==> src/rtl/writeback_if.sv <==
// ---------------------------------------------------------------------------
// writeback_if
// Bundle between the memory stage and the writeback stage, plus the
// writeback-stage outputs (register-file write port, fetch redirect, stall,
// and the decode-side CSR read port).
//   master : memory-stage side; drives instruction fields and IRQ lines,
//            receives the writeback results.
//   slave  : the writeback stage itself.
// ---------------------------------------------------------------------------
`timescale 1ns/1ps

interface writeback_if;
  // Instruction held in WB
  logic [31:0] pc_in;
  logic [31:0] next_pc_in;
  logic [31:0] alu_data_in;
  logic [31:0] csr_data_in;
  logic [31:0] load_data_in;
  logic [1:0]  load_store_size_in;
  logic        load_signed_in;
  logic [1:0]  write_select_in;
  logic [5:0]  rd_addr_in;
  logic [11:0] csr_addr_in;
  logic        mret_in;
  logic        wfi_in;
  logic        valid_in;
  logic        exception_in;
  logic [3:0]  ecause_in;
  // Level interrupt lines
  logic        irq_external;
  logic        irq_timer;
  // Decode-side CSR read port
  logic [11:0] csr_read_addr;
  logic [31:0] csr_read_data;
  // Writeback results
  logic        rf_write_en;
  logic [4:0]  rf_write_addr;
  logic [31:0] rf_write_data;
  logic        redirect_out;
  logic [31:0] redirect_address;
  logic        stall_out;

  modport master (
    output pc_in, next_pc_in, alu_data_in, csr_data_in, load_data_in,
           load_store_size_in, load_signed_in, write_select_in, rd_addr_in,
           csr_addr_in, mret_in, wfi_in, valid_in, exception_in, ecause_in,
           irq_external, irq_timer, csr_read_addr,
    input  csr_read_data, rf_write_en, rf_write_addr, rf_write_data,
           redirect_out, redirect_address, stall_out
  );

  modport slave (
    input  pc_in, next_pc_in, alu_data_in, csr_data_in, load_data_in,
           load_store_size_in, load_signed_in, write_select_in, rd_addr_in,
           csr_addr_in, mret_in, wfi_in, valid_in, exception_in, ecause_in,
           irq_external, irq_timer, csr_read_addr,
    output csr_read_data, rf_write_en, rf_write_addr, rf_write_data,
           redirect_out, redirect_address, stall_out
  );
endinterface

==> src/rtl/writeback.sv <==
// ---------------------------------------------------------------------------
// writeback
// Final pipeline stage. Aligns and extends load data, drives the register-file
// write port, owns the machine-mode CSR file (trap entry, mret, mcycle and
// minstret) and the WFI sleep state, and redirects fetch on trap or mret.
// Ports:
//   clk    : clock, all state updates on posedge
//   reset  : asynchronous, active-high
//   wb     : writeback_if.slave bundle (instruction fields, IRQ lines,
//            CSR read port, register-file write, redirect, stall)
// All bundle outputs are combinational and forced to 0 while reset is high
// or no valid instruction sits in WB.
// ---------------------------------------------------------------------------
`timescale 1ns/1ps

module writeback #(
  parameter logic [31:0] MTVEC_RESET = 32'h0000_0000
) (
  input  logic       clk,
  input  logic       reset,
  writeback_if.slave wb
);

  localparam logic [11:0] CSR_MSTATUS  = 12'h300;
  localparam logic [11:0] CSR_MIE      = 12'h304;
  localparam logic [11:0] CSR_MTVEC    = 12'h305;
  localparam logic [11:0] CSR_MSCRATCH = 12'h340;
  localparam logic [11:0] CSR_MEPC     = 12'h341;
  localparam logic [11:0] CSR_MCAUSE   = 12'h342;
  localparam logic [11:0] CSR_MIP      = 12'h344;
  localparam logic [11:0] CSR_MCYCLE   = 12'hB00;
  localparam logic [11:0] CSR_MCYCLEH  = 12'hB80;
  localparam logic [11:0] CSR_MINSTRET = 12'hB02;
  localparam logic [11:0] CSR_MINSTRH  = 12'hB82;
  localparam logic [11:0] CSR_CYCLE    = 12'hC00;
  localparam logic [11:0] CSR_CYCLEH   = 12'hC80;
  localparam logic [11:0] CSR_INSTRET  = 12'hC02;
  localparam logic [11:0] CSR_INSTRETH = 12'hC82;

  localparam logic [1:0] WS_ALU  = 2'b00;
  localparam logic [1:0] WS_LOAD = 2'b01;
  localparam logic [1:0] WS_LINK = 2'b10;
  localparam logic [1:0] WS_CSR  = 2'b11;

  typedef enum logic {ST_RUN, ST_SLEEP} state_t;

  state_t      r_state, w_state_next;

  // CSR state
  logic        r_mstatus_mie, r_mstatus_mpie;
  logic        r_mie_meie, r_mie_mtie;
  logic [31:2] r_mtvec;        // direct mode only, low bits read as 0
  logic [31:0] r_mscratch;
  logic [31:2] r_mepc;         // instruction-aligned, low bits read as 0
  logic [31:0] r_mcause;
  logic [63:0] r_mcycle, r_minstret;

  // Control
  logic [31:0] w_mip, w_mie, w_mstatus;
  logic        w_irq_pending, w_stall, w_active;
  logic        w_exc, w_irq_take, w_trap, w_retire, w_mret, w_csr_we;
  logic [31:0] w_trap_cause;
  logic [31:0] w_load_word, w_load_result, w_wdata;
  logic [31:0] w_csr_rdata;
  logic [63:0] w_mcycle_inc, w_minstret_inc;
  logic [63:0] w_mcycle_next, w_minstret_next;
  logic        w_unused;

  assign w_unused = wb.rd_addr_in[5];

  assign w_mip     = {20'b0, wb.irq_external, 3'b0, wb.irq_timer, 7'b0};
  assign w_mie     = {20'b0, r_mie_meie, 3'b0, r_mie_mtie, 7'b0};
  assign w_mstatus = {24'b0, r_mstatus_mpie, 3'b0, r_mstatus_mie, 3'b0};

  // Wake-up ignores mstatus.MIE; only the interrupt take depends on it.
  assign w_irq_pending = |(w_mie & w_mip);
  assign w_stall       = (r_state == ST_SLEEP) && !w_irq_pending;
  assign w_active      = wb.valid_in && !w_stall;

  assign w_exc      = w_active && wb.exception_in;
  assign w_irq_take = w_active && r_mstatus_mie && w_irq_pending;
  assign w_trap     = w_exc || w_irq_take;
  assign w_retire   = w_active && !wb.exception_in && !w_irq_take;
  assign w_mret     = w_retire && wb.mret_in;
  assign w_csr_we   = w_retire && (wb.write_select_in == WS_CSR);

  // Upstream exception outranks any interrupt; external outranks timer.
  always_comb begin
    if (wb.exception_in)                    w_trap_cause = {28'b0, wb.ecause_in};
    else if (wb.irq_external && r_mie_meie) w_trap_cause = 32'h8000_000B;
    else                                    w_trap_cause = 32'h8000_0007;
  end

  // Load alignment and extension
  assign w_load_word = wb.load_data_in >> {wb.alu_data_in[1:0], 3'b000};

  // NOTE: every variable driven in always_comb gets a default before any
  // branch; a missed path would otherwise infer a latch.
  always_comb begin
    w_load_result = w_load_word;
    case (wb.load_store_size_in)
      2'b00:   w_load_result = {{24{wb.load_signed_in & w_load_word[7]}},  w_load_word[7:0]};
      2'b01:   w_load_result = {{16{wb.load_signed_in & w_load_word[15]}}, w_load_word[15:0]};
      default: w_load_result = w_load_word;
    endcase
  end

  // For CSR ops the ALU result already carries the old CSR value.
  always_comb begin
    w_wdata = wb.alu_data_in;
    case (wb.write_select_in)
      WS_LOAD: w_wdata = w_load_result;
      WS_LINK: w_wdata = wb.next_pc_in;
      default: w_wdata = wb.alu_data_in;
    endcase
  end

  // CSR read port (pre-edge values)
  always_comb begin
    w_csr_rdata = 32'b0;
    case (wb.csr_read_addr)
      CSR_MSTATUS:               w_csr_rdata = w_mstatus;
      CSR_MIE:                   w_csr_rdata = w_mie;
      CSR_MTVEC:                 w_csr_rdata = {r_mtvec, 2'b00};
      CSR_MSCRATCH:              w_csr_rdata = r_mscratch;
      CSR_MEPC:                  w_csr_rdata = {r_mepc, 2'b00};
      CSR_MCAUSE:                w_csr_rdata = r_mcause;
      CSR_MIP:                   w_csr_rdata = w_mip;
      CSR_MCYCLE,   CSR_CYCLE:   w_csr_rdata = r_mcycle[31:0];
      CSR_MCYCLEH,  CSR_CYCLEH:  w_csr_rdata = r_mcycle[63:32];
      CSR_MINSTRET, CSR_INSTRET: w_csr_rdata = r_minstret[31:0];
      CSR_MINSTRH,  CSR_INSTRETH:w_csr_rdata = r_minstret[63:32];
      default:                   w_csr_rdata = 32'b0;
    endcase
  end

  // Counters: a write to one half replaces that half's increment. A low-half
  // write also suppresses the carry, since that increment never happened.
  assign w_mcycle_inc   = r_mcycle + 64'd1;
  assign w_minstret_inc = r_minstret + {63'b0, w_retire};

  always_comb begin
    w_mcycle_next   = w_mcycle_inc;
    w_minstret_next = w_minstret_inc;
    if (w_csr_we) begin
      case (wb.csr_addr_in)
        CSR_MCYCLE:   w_mcycle_next   = {r_mcycle[63:32], wb.csr_data_in};
        CSR_MCYCLEH:  w_mcycle_next   = {wb.csr_data_in, w_mcycle_inc[31:0]};
        CSR_MINSTRET: w_minstret_next = {r_minstret[63:32], wb.csr_data_in};
        CSR_MINSTRH:  w_minstret_next = {wb.csr_data_in, w_minstret_inc[31:0]};
        default: ;
      endcase
    end
  end

  // Sleep FSM
  always_comb begin
    w_state_next = r_state;
    case (r_state)
      ST_RUN:   if (w_retire && wb.wfi_in) w_state_next = ST_SLEEP;
      ST_SLEEP: if (w_irq_pending)         w_state_next = ST_RUN;
      default:  w_state_next = ST_RUN;
    endcase
  end

  // NOTE: sequential state uses non-blocking assignments so every register
  // samples pre-edge values regardless of statement order.
  always_ff @(posedge clk or posedge reset) begin
    if (reset) r_state <= ST_RUN;
    else       r_state <= w_state_next;
  end

  always_ff @(posedge clk or posedge reset) begin
    if (reset) begin
      r_mstatus_mie  <= 1'b0;
      r_mstatus_mpie <= 1'b0;
      r_mie_meie     <= 1'b0;
      r_mie_mtie     <= 1'b0;
      r_mtvec        <= MTVEC_RESET[31:2];
      r_mscratch     <= 32'b0;
      r_mepc         <= 30'b0;
      r_mcause       <= 32'b0;
      r_mcycle       <= 64'b0;
      r_minstret     <= 64'b0;
    end else begin
      r_mcycle   <= w_mcycle_next;
      r_minstret <= w_minstret_next;

      if (w_csr_we) begin
        case (wb.csr_addr_in)
          CSR_MSTATUS: begin
            r_mstatus_mie  <= wb.csr_data_in[3];
            r_mstatus_mpie <= wb.csr_data_in[7];
          end
          CSR_MIE: begin
            r_mie_meie <= wb.csr_data_in[11];
            r_mie_mtie <= wb.csr_data_in[7];
          end
          CSR_MTVEC:    r_mtvec    <= wb.csr_data_in[31:2];
          CSR_MSCRATCH: r_mscratch <= wb.csr_data_in;
          CSR_MEPC:     r_mepc     <= wb.csr_data_in[31:2];
          CSR_MCAUSE:   r_mcause   <= wb.csr_data_in;
          default: ;
        endcase
      end

      // Trap and retire are mutually exclusive, so a trap never coexists
      // with a CSR write or an mret in the same cycle.
      if (w_trap) begin
        r_mepc         <= wb.pc_in[31:2];
        r_mcause       <= w_trap_cause;
        r_mstatus_mpie <= r_mstatus_mie;
        r_mstatus_mie  <= 1'b0;
      end else if (w_mret) begin
        r_mstatus_mie  <= r_mstatus_mpie;
        r_mstatus_mpie <= 1'b1;
      end
    end
  end

  // Outputs
  always_comb begin
    wb.rf_write_en      = 1'b0;
    wb.rf_write_addr    = 5'b0;
    wb.rf_write_data    = 32'b0;
    wb.redirect_out     = 1'b0;
    wb.redirect_address = 32'b0;
    wb.stall_out        = 1'b0;
    wb.csr_read_data    = 32'b0;
    if (!reset && wb.valid_in) begin
      wb.rf_write_en   = w_retire && (wb.rd_addr_in[4:0] != 5'd0);
      wb.rf_write_addr = wb.rd_addr_in[4:0];
      wb.rf_write_data = w_wdata;
      wb.stall_out     = w_stall;
      wb.csr_read_data = w_csr_rdata;
      if (w_trap) begin
        wb.redirect_out     = 1'b1;
        wb.redirect_address = {r_mtvec, 2'b00};
      end else if (w_mret) begin
        wb.redirect_out     = 1'b1;
        wb.redirect_address = {r_mepc, 2'b00};
      end
    end
  end

endmodule

==> src/flat_wrapper.sv <==
// flat-port wrapper written by rule: the top's interface ports become plain ports
module writeback_flat 
#(
  parameter logic [31:0] MTVEC_RESET = 32'h0000_0000
)
  (clk, reset, wb_pc_in, wb_next_pc_in, wb_alu_data_in, wb_csr_data_in, wb_load_data_in, wb_load_store_size_in, wb_load_signed_in, wb_write_select_in, wb_rd_addr_in, wb_csr_addr_in, wb_mret_in, wb_wfi_in, wb_valid_in, wb_exception_in, wb_ecause_in, wb_irq_external, wb_irq_timer, wb_csr_read_addr, wb_csr_read_data, wb_rf_write_en, wb_rf_write_addr, wb_rf_write_data, wb_redirect_out, wb_redirect_address, wb_stall_out);
  writeback_if wb_i ();
  input  logic clk;
  input  logic reset;
  input wire logic [$bits(wb_i.pc_in)-1:0] wb_pc_in;
  input wire logic [$bits(wb_i.next_pc_in)-1:0] wb_next_pc_in;
  input wire logic [$bits(wb_i.alu_data_in)-1:0] wb_alu_data_in;
  input wire logic [$bits(wb_i.csr_data_in)-1:0] wb_csr_data_in;
  input wire logic [$bits(wb_i.load_data_in)-1:0] wb_load_data_in;
  input wire logic [$bits(wb_i.load_store_size_in)-1:0] wb_load_store_size_in;
  input wire logic [$bits(wb_i.load_signed_in)-1:0] wb_load_signed_in;
  input wire logic [$bits(wb_i.write_select_in)-1:0] wb_write_select_in;
  input wire logic [$bits(wb_i.rd_addr_in)-1:0] wb_rd_addr_in;
  input wire logic [$bits(wb_i.csr_addr_in)-1:0] wb_csr_addr_in;
  input wire logic [$bits(wb_i.mret_in)-1:0] wb_mret_in;
  input wire logic [$bits(wb_i.wfi_in)-1:0] wb_wfi_in;
  input wire logic [$bits(wb_i.valid_in)-1:0] wb_valid_in;
  input wire logic [$bits(wb_i.exception_in)-1:0] wb_exception_in;
  input wire logic [$bits(wb_i.ecause_in)-1:0] wb_ecause_in;
  input wire logic [$bits(wb_i.irq_external)-1:0] wb_irq_external;
  input wire logic [$bits(wb_i.irq_timer)-1:0] wb_irq_timer;
  input wire logic [$bits(wb_i.csr_read_addr)-1:0] wb_csr_read_addr;
  output wire logic [$bits(wb_i.csr_read_data)-1:0] wb_csr_read_data;
  output wire logic [$bits(wb_i.rf_write_en)-1:0] wb_rf_write_en;
  output wire logic [$bits(wb_i.rf_write_addr)-1:0] wb_rf_write_addr;
  output wire logic [$bits(wb_i.rf_write_data)-1:0] wb_rf_write_data;
  output wire logic [$bits(wb_i.redirect_out)-1:0] wb_redirect_out;
  output wire logic [$bits(wb_i.redirect_address)-1:0] wb_redirect_address;
  output wire logic [$bits(wb_i.stall_out)-1:0] wb_stall_out;
  assign wb_i.pc_in = wb_pc_in;
  assign wb_i.next_pc_in = wb_next_pc_in;
  assign wb_i.alu_data_in = wb_alu_data_in;
  assign wb_i.csr_data_in = wb_csr_data_in;
  assign wb_i.load_data_in = wb_load_data_in;
  assign wb_i.load_store_size_in = wb_load_store_size_in;
  assign wb_i.load_signed_in = wb_load_signed_in;
  assign wb_i.write_select_in = wb_write_select_in;
  assign wb_i.rd_addr_in = wb_rd_addr_in;
  assign wb_i.csr_addr_in = wb_csr_addr_in;
  assign wb_i.mret_in = wb_mret_in;
  assign wb_i.wfi_in = wb_wfi_in;
  assign wb_i.valid_in = wb_valid_in;
  assign wb_i.exception_in = wb_exception_in;
  assign wb_i.ecause_in = wb_ecause_in;
  assign wb_i.irq_external = wb_irq_external;
  assign wb_i.irq_timer = wb_irq_timer;
  assign wb_i.csr_read_addr = wb_csr_read_addr;
  assign wb_csr_read_data = wb_i.csr_read_data;
  assign wb_rf_write_en = wb_i.rf_write_en;
  assign wb_rf_write_addr = wb_i.rf_write_addr;
  assign wb_rf_write_data = wb_i.rf_write_data;
  assign wb_redirect_out = wb_i.redirect_out;
  assign wb_redirect_address = wb_i.redirect_address;
  assign wb_stall_out = wb_i.stall_out;
  writeback #(.MTVEC_RESET(MTVEC_RESET)) u_core (.clk(clk), .reset(reset), .wb(wb_i));
endmodule
==> config.mk <==
export PLATFORM = sky130hd
export DESIGN_NAME = writeback_flat
export DESIGN_NICKNAME = d
export VERILOG_FILES = /design/src/rtl/writeback_if.sv /design/src/rtl/writeback.sv /design/src/flat_wrapper.sv
export SDC_FILE = /design/constraint.sdc
export NUM_CORES = 1
export LEC_CHECK = 0
export CORE_UTILIZATION = 30
export CTS_BUF_LIST = sky130_fd_sc_hd__clkbuf_4 sky130_fd_sc_hd__clkbuf_8 sky130_fd_sc_hd__clkbuf_16
export DETAILED_ROUTE_END_ITERATION = 10
export GPL_ROUTABILITY_DRIVEN = 0
export RECOVER_POWER = 25
export SYNTH_ARGS = -nofsm -noshare
export SYNTH_HDL_FRONTEND = slang
export SYNTH_SLANG_ARGS = --single-unit
==> constraint.sdc <==
create_clock -name clk -period 28.7 [get_ports clk]
set_clock_uncertainty 0.1 [all_clocks]
set_input_delay 5.74 -clock clk [delete_from_list [all_inputs] [get_ports clk]]
set_output_delay 5.74 -clock clk [all_outputs]
set_load 0.05 [all_outputs]
==> summary.md, run 1 <==
| Metric | Value |
|---|---|
| Total CTS buffers | `29` |
| Sink Count | `257` |
| Final setup fails | `0` |
| I/O pin count | `a little over 300` |
| Num rows | `85` |
| Routed WL | `roughly 74 mm` |
| Rel. slew slack | `-5.01` |
| Final global-route overflow total | `0` |
| Yosys reg bits | `257` |
| Hold slack | `392 ps` |
| Final Hold Fails | `0` |
| CP max-delay cell | `clkinvlp_2` |
| Number of fill cells in the layout | `about 5500` |
| Post-Synth Adder-Cell Area | `0.00451` |
| FF+latch area | `around 6400 µm²` |
| RSZ-0062 raised after global routing | `no` |
| Simple-gate area share of the yosys netlist | `0.221` |
| WS Path Type | `in2out` |
| Seq/Total Area, Yosys | `0.386` |
| Final worst path period share | `0.676` |
| Synth Area in Compound Gates | `0.210` |
| Wire length per cell | `about 25 µm` |
| Root Driver | `clkbuf_16` |
| Worst slew pin tran | `between 9000 and 10000 ps` |
| H-tree depth | `1` |
| Slowest stage delay, CP | `between 3000 and 4000 ps` |
| Drt drc | `0` |
| Worst skew pair latency | `580 ps` |
| Post-Synth XOR/XNOR Area | `0.0400` |
| Clock transition at path regs | `around 70 ps` |
| Fraction of layout cells with a size suffix above 1 | `0.0942` |
| Mux contribution to synthesized area | `0.0880` |
| First-pass GRT wire length | `~110 mm` |
| Post-synth EDFFs | `0` |
| Leak | `between 8 and 9 nW` |
| Setup TNS | `0 ps` |
| CP Launch Type | `primary input` |
| WP data required | `about 23000 ps` |
| Worst path cell trace | `dlygate4sd3_1 > clkinvlp_2 > nand2_2 > buf_4 > nor2_1 > clkdlybuf4s50_1` |
| Area Growth Syn to Fin | `28.0%` |
| Tot Pwr | `1.00 mW` |
| Top FF cell, synth | `dfrtp_1` |
| Initial core utilization | `0.306` |
| Maxcap violations | `2` |
| Largest family of logic cells by synthesized area | `simple AND/OR/NAND/NOR gates` |
| Synth Cell Area | `16600 µm²` |
| Cells resized by post-CTS repair | `0` |
| Buf+Inv Stages, Crit Path | `4` |
| HP Class | `reg2reg` |
| Vias/cell | `roughly 6` |
| Chip width | `~240 µm` |
| Multi-input gate area | `around 9400 µm²` |
| Bufs on Longest Clock Path | `3` |
| Cell count after synthesis | `between 1500 and 2000` |
| Die ar. | `~56000 µm²` |
| Initial antenna violation count | `5` |
| YS warnings | `0` |
| Yosys cell types | `between 70 and 80` |
| CP Max Fanout | `96` |
| Total number of vias | `around 18000` |
| Fin crit period | `approximately 19000 ps` |
| Post-CTS Setup Inserts | `0` |
| Highest clock rate | `51.5 MHz` |
| Syn Area/Cell | `around 8.5 µm²` |
| CP endpoint kind | `output pin` |
| Core ar. | `approximately 54000 µm²` |
| ANT nets after route | `0` |
| CP top delay family | `buffers and inverters` |
| Pin count of the biggest net entering global routing | `roughly 160` |
| Hold_buf cts | `0` |
| Die H | `around 240 µm` |
| DR pass1 iterations | `6` |
| PortBufs | `just over 300` |
| Hpwl dp | `51.7 mm` |
| Final slew viol count | `between 200 and 300` |
| VDD IR-drop max | `0.0438 mV` |
| CTS tree | `done` |
| Violated checks | `max-capacitance violations, max-slew violations` |
| 1st-iter DRT viols | `between 1500 and 2000` |
| GRT Util Overall | `0.251` |
| Status | `finished, violations left` |
| Vias in the first global route | `approximately 17000` |
| Nets | `around 2400` |
| CP Data Arrival Time | `approximately 14000 ps` |
| FFs w/ async S/R, synth | `1.00` |
| Cell Pwr Density | `about 47 nW/µm²` |
-- Yosys cell counts, types with 6 or more instances --
library cell  number  area, µm²
nor3b_1            6       45.0
nor4b_1            6       52.6
xor2_1            30        263
dfrtp_1          257       6430
clkbuf_1         148        556
a22oi_1           89        668
nor3_1            58        290
nor4_1            20        125
buf_2             14       70.1
o21ai_0           75        375
nand4_1           43        269
and4_1            16        140
nor2_1           192        721
nand3_1           53        265
a222oi_1          27        270
or3_1             18        113
o21bai_1           7       52.6
or2_2              7       43.8
a221oi_1          36        315
a21oi_1          122        611
or4_1              7       52.6
mux2i_1           47        470
a211oi_1          15        113
mux4_2             7        158
nand2_1          241        905
a221o_1           18        180
and3_1            39        244
nor2b_1           15       93.8
ha_1               6       75.1
o22ai_1           19        119
a31oi_1           49        307
and2_1            13       81.3
mux2_2            73        822
xnor2_1           46        403
inv_1             39        146
-- final cells by class --
cell class	instances	area share
multi-input cells	1486	0.443
flip-flops and latches	257	0.302
repair buffers	340	0.155
well taps	739	0.0434
clock buffers	39	0.0388
clock inverters	14	0.00975
inverters	40	0.00711
diodes	3	0.000352
-- cell families after synthesis --
| logic type | Yosys count |
|---|---|
| compound gates | 514 |
| xor+xnor | 76 |
| simple gates | 760 |
| buf+inv | 210 |
| fa+ha+maj | 6 |
| other cells | 1 |
| flops | 257 |
| mux | 128 |
-- per-stage QoR --
step	worst slack, ps	cell area, µm²	util	cells
floorplan	9010	16700	-	1953
global placement	13040	20300	0.373	2862
detailed placement	12990	20300	0.373	2862
CTS	12970	21300	0.392	2915
global route	8100	21300	0.392	2917
finish	9300	21300	0.392	2918
-- state kept, by name (all words and copies together), names as in the netlist --
register               cells
u_core.r_mcycle           64
u_core.r_minstret         64
u_core.r_mcause           32
u_core.r_mscratch         32
u_core.r_mepc             30
u_core.r_mtvec            30
u_core.r_mie_meie          1
u_core.r_mie_mtie          1
u_core.r_mstatus_mie       1
u_core.r_mstatus_mpie      1
u_core.r_state             1
-- layout by cell type (no fill, tap or decap), types with 53 or more instances in the layout --
| cell | count |
|---|---|
| a21oi_1 | 122 |
| nor3_1 | 55 |
| clkdlybuf4s50_1 | 304 |
| dfrtp_1 | 257 |
| mux2_2 | 73 |
| nand2_1 | 239 |
| o21ai_0 | 75 |
| nor2_1 | 187 |
| nand3_1 | 53 |
| a22oi_1 | 90 |
-- worst register-to-register path: cells and delay by family (launching register included) --
family / cells / cell delay [ps]
adder cells (fa/ha/maj): 2 / 430
AO/OA/AOI/OAI: 1 / 480
buffers and inverters: 1 / 210
flip-flops: 1 / 410
multiplexers: 1 / 370
AND/OR/NAND/NOR: 7 / 2550
-- power breakdown --
part	switching [mW]	internal [mW]
Clock	0.160	0.247
Sequential	0.0354	0.395
Combinational	0.0929	0.0735
Total	0.289	0.715
-- worst paths after layout --
| path | start | to | slack (ps) | depth (start not counted) |
|---|---|---|---|---|
| hold / removal | u_core.r_mcycle[63]$_DFFE_PP0P_ | u_core.r_mcycle[63]$_DFFE_PP0P_ | 390 | 1 |
| hold reg to reg | u_core.r_mcycle[63]$_DFFE_PP0P_ | u_core.r_mcycle[63]$_DFFE_PP0P_ | 390 | 1 |
| setup / recovery | reset | wb_redirect_address[15] | 9300 | 6 |
| setup reg to reg | u_core.r_mie_meie$_DFFE_PP0P_ | u_core.r_minstret[56]$_DFFE_PP0P_ | 24100 | 12 |
| min in group asynchronous | reset | u_core.r_mtvec[7]$_DFFE_PP0P_ | 6890 | 2 |
| max in group asynchronous | reset | u_core.r_mepc[26]$_DFFE_PP0P_ | 11510 | 3 |
-- routing by layer --
metal | up-vias | routed length (µm) | global-route usage
met2 | 982 | 35100 | 0.421
met3 | 175 | 6410 | 0.0449
met4 | 2 | 2930 | 0.112
met5 | - | 11 | 0
li1 | 7626 | - | -
met1 | 8722 | 29200 | 0.316
Power figures use the tool's default switching activity.
==> inputs of run 2 (changes only) <==
- clock period: 28.7 -> 20.1 ns (I/O delays scaled with it)
==> summary.md, run 2 (synthesis results as in run 1) <==
| Metric | Value |
|---|---|
| 1st-iter DRT viols | `2110 (was 1884)` |
| Leak | `8.16 nW (was 8.13 nW)` |
| CP Max Fanout | `163 (was 96)` |
| Clock transition at path regs | `70 ps (about the same)` |
| Final worst slack | `6590 ps (was 9300 ps)` |
| Highest clock rate | `around 74 MHz` |
| H-tree depth | `1 (unchanged)` |
| Rel. slew slack | `-5.10 (was -5.01)` |
| Final setup fails | `0 (unchanged)` |
| Drt drc | `0 (unchanged)` |
| Hpwl dp | `51.3 mm (was 51.7 mm)` |
| Dpl ws | `7810 ps (was 12990 ps)` |
| R2R Setup Slk | `15400 ps (was 24100 ps)` |
| Post-CTS Setup Inserts | `0 (unchanged)` |
| Pin count of the biggest net entering global routing | `164 (unchanged)` |
| FF+latch area | `6430 µm² (unchanged)` |
| Placed insts | `2862 (unchanged)` |
| CP endpoint kind | `async pin (was output pin)` |
| GRT Util Overall | `0.251 (about the same)` |
| PortBufs | `305 (unchanged)` |
| WS Path Type | `in2async (was in2out)` |
| Die ar. | `56400 µm² (unchanged)` |
| Commonest non-fill, non-tap cell in the layout | `clkdlybuf4s50_1 (unchanged)` |
| Core ar. | `54300 µm² (unchanged)` |
| Core Util, Final | `0.393 (was 0.392)` |
| Worst slew pin tran | `9150 ps (was 9010 ps)` |
| Buf+Inv Stages, Crit Path | `3 (was 4)` |
| Initial core utilization | `0.306 (unchanged)` |
| Top flop regs | `u_core.r_mcycle (64), u_core.r_minstret (64) (unchanged)` |
| First-pass GRT wire length | `108 mm (was 109 mm)` |
| Slowest stage delay, CP | `6290 ps (was 3270 ps)` |
| CTS tree | `done (unchanged)` |
| Fin crit period | `13510 ps` |
| Die H | `238 µm (unchanged)` |
| Area Growth Syn to Fin | `28.3% (was 28.0%)` |
| Final global-route overflow total | `0 (unchanged)` |
| Bufs on Longest Clock Path | `3 (unchanged)` |
| DR pass1 iterations | `9 (was 6)` |
| Num rows | `85 (unchanged)` |
| CP Data Arrival Time | `11780 ps (was 13560 ps)` |
| Violated checks | `max-capacitance violations, max-slew violations (unchanged)` |
| Hold slack | `394 ps (was 392 ps)` |
| Finished Layout Cells | `2914 (was 2918)` |
| Final Hold Fails | `0 (unchanged)` |
| Worst skew pair latency | `560 ps (was 580 ps)` |
| Setup TNS | `0 ps (unchanged)` |
| Fraction of layout cells with a size suffix above 1 | `0.0934 (was 0.0942)` |
| Chip width | `238 µm (unchanged)` |
| Cells resized by post-CTS repair | `0 (unchanged)` |
| Vias/cell | `5.98 (was 6.00)` |
| Root Driver | `clkbuf_16 (unchanged)` |
| Worst path cell trace | `dlygate4sd3_1 > inv_8 > clkbuf_1 (was dlygate4sd3_1 > clkinvlp_2 > nand2_2 > buf_4 > nor2_1 > clkdlybuf4s50_1)` |
| Cell Pwr Density | `68.3 nW/µm² (was 47.1 nW/µm²)` |
| I/O pin count | `311 (unchanged)` |
| Status | `finished, violations left (unchanged)` |
| Total CTS buffers | `28 (was 29)` |
| Number of fill cells in the layout | `5369 (was 5461)` |
| Routed WL | `73.3 mm (was 73.6 mm)` |
| Vias in the first global route | `17100 (was 17400)` |
| Hold_buf cts | `0 (unchanged)` |
| ANT nets after route | `0 (unchanged)` |
| Multi-input gate area | `9450 µm² (unchanged)` |
| Sink Count | `257 (unchanged)` |
| RSZ-0062 raised after global routing | `no (unchanged)` |
| Wire length per cell | `25.2 µm (about the same)` |
| Nets | `2366 (was 2367)` |
| Final worst path period share | `0.672` |
| Initial antenna violation count | `1 (was 5)` |
| Most frequent cells in the layout | `clkdlybuf4s50_1 (304), dfrtp_1 (257), nand2_1 (239) (unchanged)` |
| CP max-delay cell | `clkbuf_1 (was clkinvlp_2)` |
| CP top delay family | `buffers and inverters (unchanged)` |
| Final slew viol count | `164 (was 261)` |
| VDD IR-drop max | `0.0696 mV (was 0.0438 mV)` |
| CP Launch Type | `primary input (unchanged)` |
| WP data required | `18370 ps (was 22860 ps)` |
| Total number of vias | `17400 (was 17500)` |
| HP Class | `reg2reg (unchanged)` |
| Maxcap violations | `1 (was 2)` |
## run 2: cell count changes in the layout (fill, tap and decap cells not counted), sizes merged
| cell | change |
|---|---|
| inv | -1 |
| bufinv | +3 |
| clkbuf | -3 |
| diode | -2 |
| clkinvlp | -1 |
## run 2: metrics by stage
stage	total power, mW	area (µm²)
5_1_grt	1.51	21400
3_5_place_dp	0.855	20300
4_1_cts	1.46	21400
2_1_floorplan	0.742	16700
6_report	1.46	21400
3_3_place_gp	0.851	20300
## run 2: metal layers
| metal | vias up | routed length (µm) | global-route usage |
|---|---|---|---|
| li1 | 7630 | - | - |
| met3 | 187 | 6720 | 0.0384 |
| met2 | 1008 | 34300 | 0.419 |
| met1 | 8595 | 29100 | 0.321 |
| met4 | 0 | 3190 | 0.108 |
| met5 | - | 0 | 0 |
## run 2: path summary, 6_finish.rpt
| kind | cells after the start | endpoint | from |
|---|---|---|---|
| worst max-delay path | 3 | u_core.r_mepc[20]$_DFFE_PP0P_ | reset |
| worst min-delay path | 1 | u_core.r_mcycle[63]$_DFFE_PP0P_ | u_core.r_mcycle[63]$_DFFE_PP0P_ |
| worst max register to register | 12 | u_core.r_minstret[56]$_DFFE_PP0P_ | u_core.r_mie_meie$_DFFE_PP0P_ |
| worst min register to register | 1 | u_core.r_mcycle[63]$_DFFE_PP0P_ | u_core.r_mcycle[63]$_DFFE_PP0P_ |
| max in group clk | 6 | wb_csr_read_data[31] | wb_csr_read_addr[1] |
| min in group asynchronous | 2 | u_core.r_mtvec[7]$_DFFE_PP0P_ | reset |
## run 2: area by class of cell
cell class                      count  area share
Sequential cell                   257       0.301
Timing Repair Buffer              340       0.155
Multi-Input combinational cell   1486       0.442
Clock inverter                     15      0.0131
Inverter                           40     0.00738
Tap cell                          739      0.0433
Clock buffer                       36      0.0379
Antenna cell                        1    0.000117
## run 2: power by group
group | internal, mW | switching [mW]
clock network | 0.386 | 0.224
logic | 0.105 | 0.132
registers | 0.564 | 0.0501
total | 1.05 | 0.406
==> variant 1 (settings of run 2) <==
Make the reset (`reset`) synchronous in 2 clocked blocks. Comments in the files are not updated.
--- a/src/rtl/writeback.sv
+++ b/src/rtl/writeback.sv
@@ -165,12 +165,12 @@
 
   // NOTE: sequential state uses non-blocking assignments so every register
   // samples pre-edge values regardless of statement order.
-  always_ff @(posedge clk or posedge reset) begin
+  always_ff @(posedge clk) begin
     if (reset) r_state <= ST_RUN;
     else       r_state <= w_state_next;
   end
 
-  always_ff @(posedge clk or posedge reset) begin
+  always_ff @(posedge clk) begin
     if (reset) begin
       r_mstatus_mie  <= 1'b0;
       r_mstatus_mpie <= 1'b0;
Check against the original RTL: not settled (the Yosys comparison gave no result); the edit may change what the design does.
==> variant 1 against run 2 <==
- the flow still finishes with violations (max-capacitance violations, max-slew violations)
- maximum frequency increased by 8.7%
- via count up 2.3%
- area after synthesis decreased by 2.4%
- final area fell by 3.7%
- worst setup slack improved by 1100 ps
- power is 17% lower
- sequential cell count unchanged
- largest cell class unchanged
- cell count is 3.2% higher
- hold slack worse by 38 ps
- clock power decreased by 13%
- wire length down 4.0%
==> variant 1: results (changes against run 2) <==
----------------------------------------------------
[Hold path]
  Worst Hold Depth ... 2 (was 1)
  Worst hold path startpoint ... u_core.r_mscratch[1]$_SDFFE_PP0P_ (was u_core.r_mcycle[63]$_DFFE_PP0P_)
  Capture endpoint of the worst hold path ... u_core.r_mscratch[1]$_SDFFE_PP0P_ (was u_core.r_mcycle[63]$_DFFE_PP0P_)

[Job]
  Max-Cap Viols ... 3 (was 1)

[Logic synthesis]
  Avg Inst Size Synth ... 7.65 sq um (was 8.53 sq um)
  Synth top area cells ... sky130_fd_sc_hd__dfxtp_1 32%, sky130_fd_sc_hd__nand2_1 6.5%, sky130_fd_sc_hd__mux2i_1 6.3%, sky130_fd_sc_hd__a21oi_1 5.3%, sky130_fd_sc_hd__nor2_1 4.9% (was sky130_fd_sc_hd__dfrtp_1 39%, sky130_fd_sc_hd__nand2_1 5.4%, sky130_fd_sc_hd__mux2_2 4.9%, sky130_fd_sc_hd__nor2_1 4.3%, sky130_fd_sc_hd__a22oi_1 4.0%)
  Most frequent cells after synthesis ... 280 x sky130_fd_sc_hd__nand2_1, 257 x sky130_fd_sc_hd__dfxtp_1, 214 x sky130_fd_sc_hd__nor2_1, 172 x sky130_fd_sc_hd__a21oi_1, 139 x sky130_fd_sc_hd__clkbuf_1 (was 257 x sky130_fd_sc_hd__dfrtp_1, 241 x sky130_fd_sc_hd__nand2_1, 192 x sky130_fd_sc_hd__nor2_1, 148 x sky130_fd_sc_hd__clkbuf_1, 122 x sky130_fd_sc_hd__a21oi_1)

[Finish]
  Layout filler cell count ... 5374 (was 5369)
  Fraction of final layout cells with drive strength greater than 1 ... 5.87% (was 9.34%)
  Antenna Cells ... 0 (was 1)

[Place]
  Half-perimeter wire length after placement ... 51100 um (was 51300 um)

[Setup path]
  Depth of the worst register-to-register path ... 6 (was 12)
  Reg-to-Reg End ... u_core.r_mcycle[60]$_SDFFE_PP0P_ (was u_core.r_minstret[56]$_DFFE_PP0P_)
  Slowest cell on the critical path ... sky130_fd_sc_hd__nor2b_2 (was sky130_fd_sc_hd__clkbuf_1)
  RR Startpoint ... u_core.r_mie_meie$_SDFFE_PP0P_ (was u_core.r_mie_meie$_DFFE_PP0P_)
  Worst Path Max Fanout ... 18 (was 163)

[Status]
  Violated checks ... max-capacitance violations, max-slew violations (unchanged)
  Status ... complete, but fails checks (unchanged)

[Global route]
  Number of global-route vias before repair ... 16800 (was 17100)
  Maximum number of pins on one net before global-route repair ... 100 (was 164)
  Antenna violations before repair ... 0 (was 1)
  Wire length of the first global-routing pass ... 105000 um (was 108000 um)

[Power and ir drop]
  Peak supply drop ... 59.0 uV (was 69.6 uV)
  Leak pwr ... 6.91 nW (was 8.16 nW)

[Detailed routing]
  Number of design-rule violations left by the first detailed-router iteration ... 1849 (was 2110)

[Timing]
  Final Max Slew Viols ... 108 (was 164)

----------------------------------------------------
variant 1: cell count changes after synthesis, moves of 33 or more:
cell and delta:
sky130_fd_sc_hd__dfrtp_1 -257, sky130_fd_sc_hd__dfxtp_1 +257, sky130_fd_sc_hd__a211oi_1 +87, sky130_fd_sc_hd__mux2_2 -71, sky130_fd_sc_hd__mux2i_1 +56, sky130_fd_sc_hd__a21oi_1 +50
sky130_fd_sc_hd__nand2_1 +39, sky130_fd_sc_hd__o21ai_0 -34, sky130_fd_sc_hd__o22ai_1 +34, sky130_fd_sc_hd__a31oi_1 -33
variant 1: power by group:
part / internal (mW) / switching (mW)
registers: 0.516 / 0.00640
logic: 0.0664 / 0.0958
clock network: 0.302 / 0.226
variant 1: layout make-up:
cell class / count / area, sq um / area share, %
clock buffer: 40 / 840 / 4.08
clock inverter: 9 / 76.3 / 0.371
inverter: 35 / 131 / 0.639
multi-input combinational: 1635 / 10200 / 49.6
sequential: 257 / 5140 / 25.0
tap: 688 / 861 / 4.19
timing repair buffer: 342 / 3310 / 16.1
variant 1: through the flow:
| stage | hold slack (ps) | cell area, sq um | power (mW) | worst slack (ps) |
|---|---|---|---|---|
| finish | 356 | 20600 | 1.21 | 7670 |
| global route | 372 | 20600 | 1.25 | 7480 |
| CTS | 355 | 20600 | 1.21 | 7710 |
| detailed placement | 347 | 19700 | 0.693 | 7740 |
| global placement | 341 | 19700 | 0.692 | 7720 |
| floorplan | 334 | 16300 | 0.612 | 9400 |
variant 1: logic make-up (layout without fill, tap and decap cells):
group | count (synthesis) | after routing | share of synthesized area (%)
flops | 257 | 257 | 31.7
simple gates | 813 | 813 | 24.5
xor+xnor | 102 | 102 | 5.50
compound gates | 606 | 606 | 25.3
buf+inv | 234 | 426 | 5.91
fa+ha+maj | 6 | 6 | 0.462
mux | 106 | 106 | 6.62
other cells | 1 | 2 | 0.0231
variant 1: routing by layer:
| layer | track usage, % | part of all wire (%) | wire length, um | vias up |
|---|---|---|---|---|
| met1 | 29.8 | 39 | 27500 | 8554 |
| met4 | 11.2 | 5.0 | 3550 | 0 |
| met3 | 4.03 | 8.1 | 5720 | 169 |
| met5 | 0 | 0 | 0 | - |
| li1 | - | - | - | 8113 |
| met2 | 41.6 | 48 | 33600 | 988 |
variant 1: tightest hold or removal path, delay by kind of cell, from the launching register on:
family / cells / cell delay, ps
AOI/OAI and AO/OA: 1 / 50
DFF: 1 / 310
and+or+nand+nor: 1 / 50
==> variant 2 (config.mk and constraints of run 2) <==
Without the edit above. `r_minstret` no longer has a reset.
--- a/src/rtl/writeback.sv
+++ b/src/rtl/writeback.sv
@@ -181,10 +181,8 @@
       r_mepc         <= 30'b0;
       r_mcause       <= 32'b0;
       r_mcycle       <= 64'b0;
-      r_minstret     <= 64'b0;
     end else begin
       r_mcycle   <= w_mcycle_next;
-      r_minstret <= w_minstret_next;
 
       if (w_csr_we) begin
         case (wb.csr_addr_in)
@@ -216,6 +214,10 @@
         r_mstatus_mpie <= 1'b1;
       end
     end
+  end
+
+  always_ff @(posedge clk) begin
+    r_minstret <= w_minstret_next;
   end
 
   // Outputs
Check against the original RTL: not equivalent (Yosys sat finds a counterexample within 4 cycles, from zero or initial values and one cycle with reset high).
==> variant 2 against run 2 <==
- the flow still finishes with violations (max-capacitance violations, max-slew violations)
- wire length down 11%
- power down 1.8%
- sequential cell count unchanged
- combinational power up 5%
- hold slack worse by 3.5 ps
- area after synthesis up 1.9%
- worst setup slack better by 1200 ps
- final area up 0.37%
- register-to-register slack better by 550 ps
- critical path depth up 5
- first-iteration DRC count down 13%
- largest cell class unchanged
- largest power group unchanged
==> variant 2: results (changes against run 2) <==
----------------------------------------------------
[Status]
  Status ... complete, but fails checks (unchanged)
  Violated checks ... max-capacitance violations, max-slew violations (unchanged)

[Global route]
  Aggregate global-route resource usage ... 22.0% (was 25.1%)
  Maximum number of pins on one net before global-route repair ... 125 (was 164)
  Wire length of the first global-routing pass ... 97200 um (was 108000 um)

[Logic synthesis]
  Multiplexer share of the synthesized area ... 12.8% (was 8.80%)
  Compound-Gate Fraction of Synth Area ... 19.3% (was 21.0%)
  Post-Syn Instances ... 1939 (was 1952)
  Share of async-settable or async-resettable flops after synthesis ... 75.1% (was 100%)
  Synth top area cells ... sky130_fd_sc_hd__dfrtp_1 28%, sky130_fd_sc_hd__mux2_2 6.2%, sky130_fd_sc_hd__edfxtp_1 5.7%, sky130_fd_sc_hd__mux2i_1 5.5%, sky130_fd_sc_hd__nand2_1 4.7% (was sky130_fd_sc_hd__dfrtp_1 39%, sky130_fd_sc_hd__nand2_1 5.4%, sky130_fd_sc_hd__mux2_2 4.9%, sky130_fd_sc_hd__nor2_1 4.3%, sky130_fd_sc_hd__a22oi_1 4.0%)
  Xor/xnor share of the synthesized area ... 4.75% (was 4.00%)

[Detailed routing]
  Drt total wl ... 64900 um (was 73300 um)
  Number of design-rule violations left by the first detailed-router iteration ... 1829 (was 2110)
  Routed via count divided by cell count ... 5.63 (was 5.98)

[Setup path]
  Depth of the worst register-to-register path ... 10 (was 12)
  Slowest cell on the critical path ... sky130_fd_sc_hd__clkdlybuf4s50_1 (was sky130_fd_sc_hd__clkbuf_1)
  CP arrival ... 8200 ps (was 11780 ps)
  Worst Path Max Fanout ... 16 (was 163)
  Setup slack of the worst register-to-register path ... 15950 ps (was 15400 ps)

[Timing]
  Final Max Slew Viols ... 72 (was 164)
  Slew margin rel. ... -164% (was -510%)

[Place]
  Half-perimeter wire length after placement ... 47200 um (was 51300 um)
  Cell area after placement ... 0.0205 sq mm (was 0.0203 sq mm)

[Finish]
  Fin cells ... 2915 (was 2914)
  Antenna Cells ... 0 (was 1)
  Fraction of final layout cells with drive strength greater than 1 ... 9.78% (was 9.34%)

[Job]
  Max-Cap Viols ... 1 (unchanged)

[Power and ir drop]
  Leak pwr ... 8.31 nW (was 8.16 nW)
  Peak supply drop ... 60.4 uV (was 69.6 uV)

[Hold path]
  Capture endpoint of the worst hold path ... u_core.r_mscratch[7]$_DFFE_PP0P_ (was u_core.r_mcycle[63]$_DFFE_PP0P_)

----------------------------------------------------
variant 2: cell count changes after synthesis, sizes merged, moves of 35 or more:
cell / run 2 / this run
clkbuf: 149 / 90
buf: 21 / 63
mux2i: 47 / 94
o21ai: 76 / 121
dfrtp: 257 / 193
a21oi: 122 / 157
variant 2: stage by stage:
stage	setup WS, ps	hold slack [ps]	power, mW
after global routing	7730	404	1.49
after CTS	7960	391	1.44
after global placement	7980	371	0.877
final	7780	390	1.43
after floorplan	5960	351	0.764
after detailed placement	7980	374	0.884
variant 2: worst max-delay path by stage:
stage	cells past startpoint	slack, ps	start	end
after global routing	8	7730	wb_csr_read_addr[1]	wb_csr_read_data[29]
after CTS	9	7960	wb_csr_read_addr[1]	wb_csr_read_data[30]
after detailed placement	9	7980	wb_csr_read_addr[1]	wb_csr_read_data[30]
after global placement	9	7980	wb_csr_read_addr[1]	wb_csr_read_data[30]
final	8	7780	wb_csr_read_addr[1]	wb_csr_read_data[29]
after floorplan	5	5960	reset	wb_rf_write_data[29]
variant 2: power breakdown:
group	leakage [nW]	internal [mW]	switching [mW]	total (mW)
Combinational	4.61	0.109	0.140	0.249
Clock	0.501	0.328	0.230	0.557
Sequential	3.20	0.575	0.0524	0.627
Total	8.31	1.01	0.422	1.43
variant 2: logic make-up after synthesis:
group                    count (synthesis)
AND/OR/NAND/NOR                        688
AO/OA/AOI/OAI                          506
flip-flops                             257
multiplexers                           197
buffers and inverters                  192
XOR/XNOR                                92
adder cells (fa/ha/maj)                  6
other                                    1
variant 2: layer usage:
metal	wire length [um]	GRT usage (%)	part of all wire, %
met3	4810	3.85	7.4
met4	2140	7.14	3.3
met5	0	0	0
met2	29400	35.0	45
met1	28500	30.1	44
variant 2: final cells by class:
type | instances | area, sq um
flip-flops and latches | 257 | 6430
clock buffers | 36 | 827
well taps | 748 | 936
fillers | 5598 | 34100
inverters | 39 | 154
repair buffers | 328 | 3210
multi-input cells | 1491 | 9730
clock inverters | 16 | 158
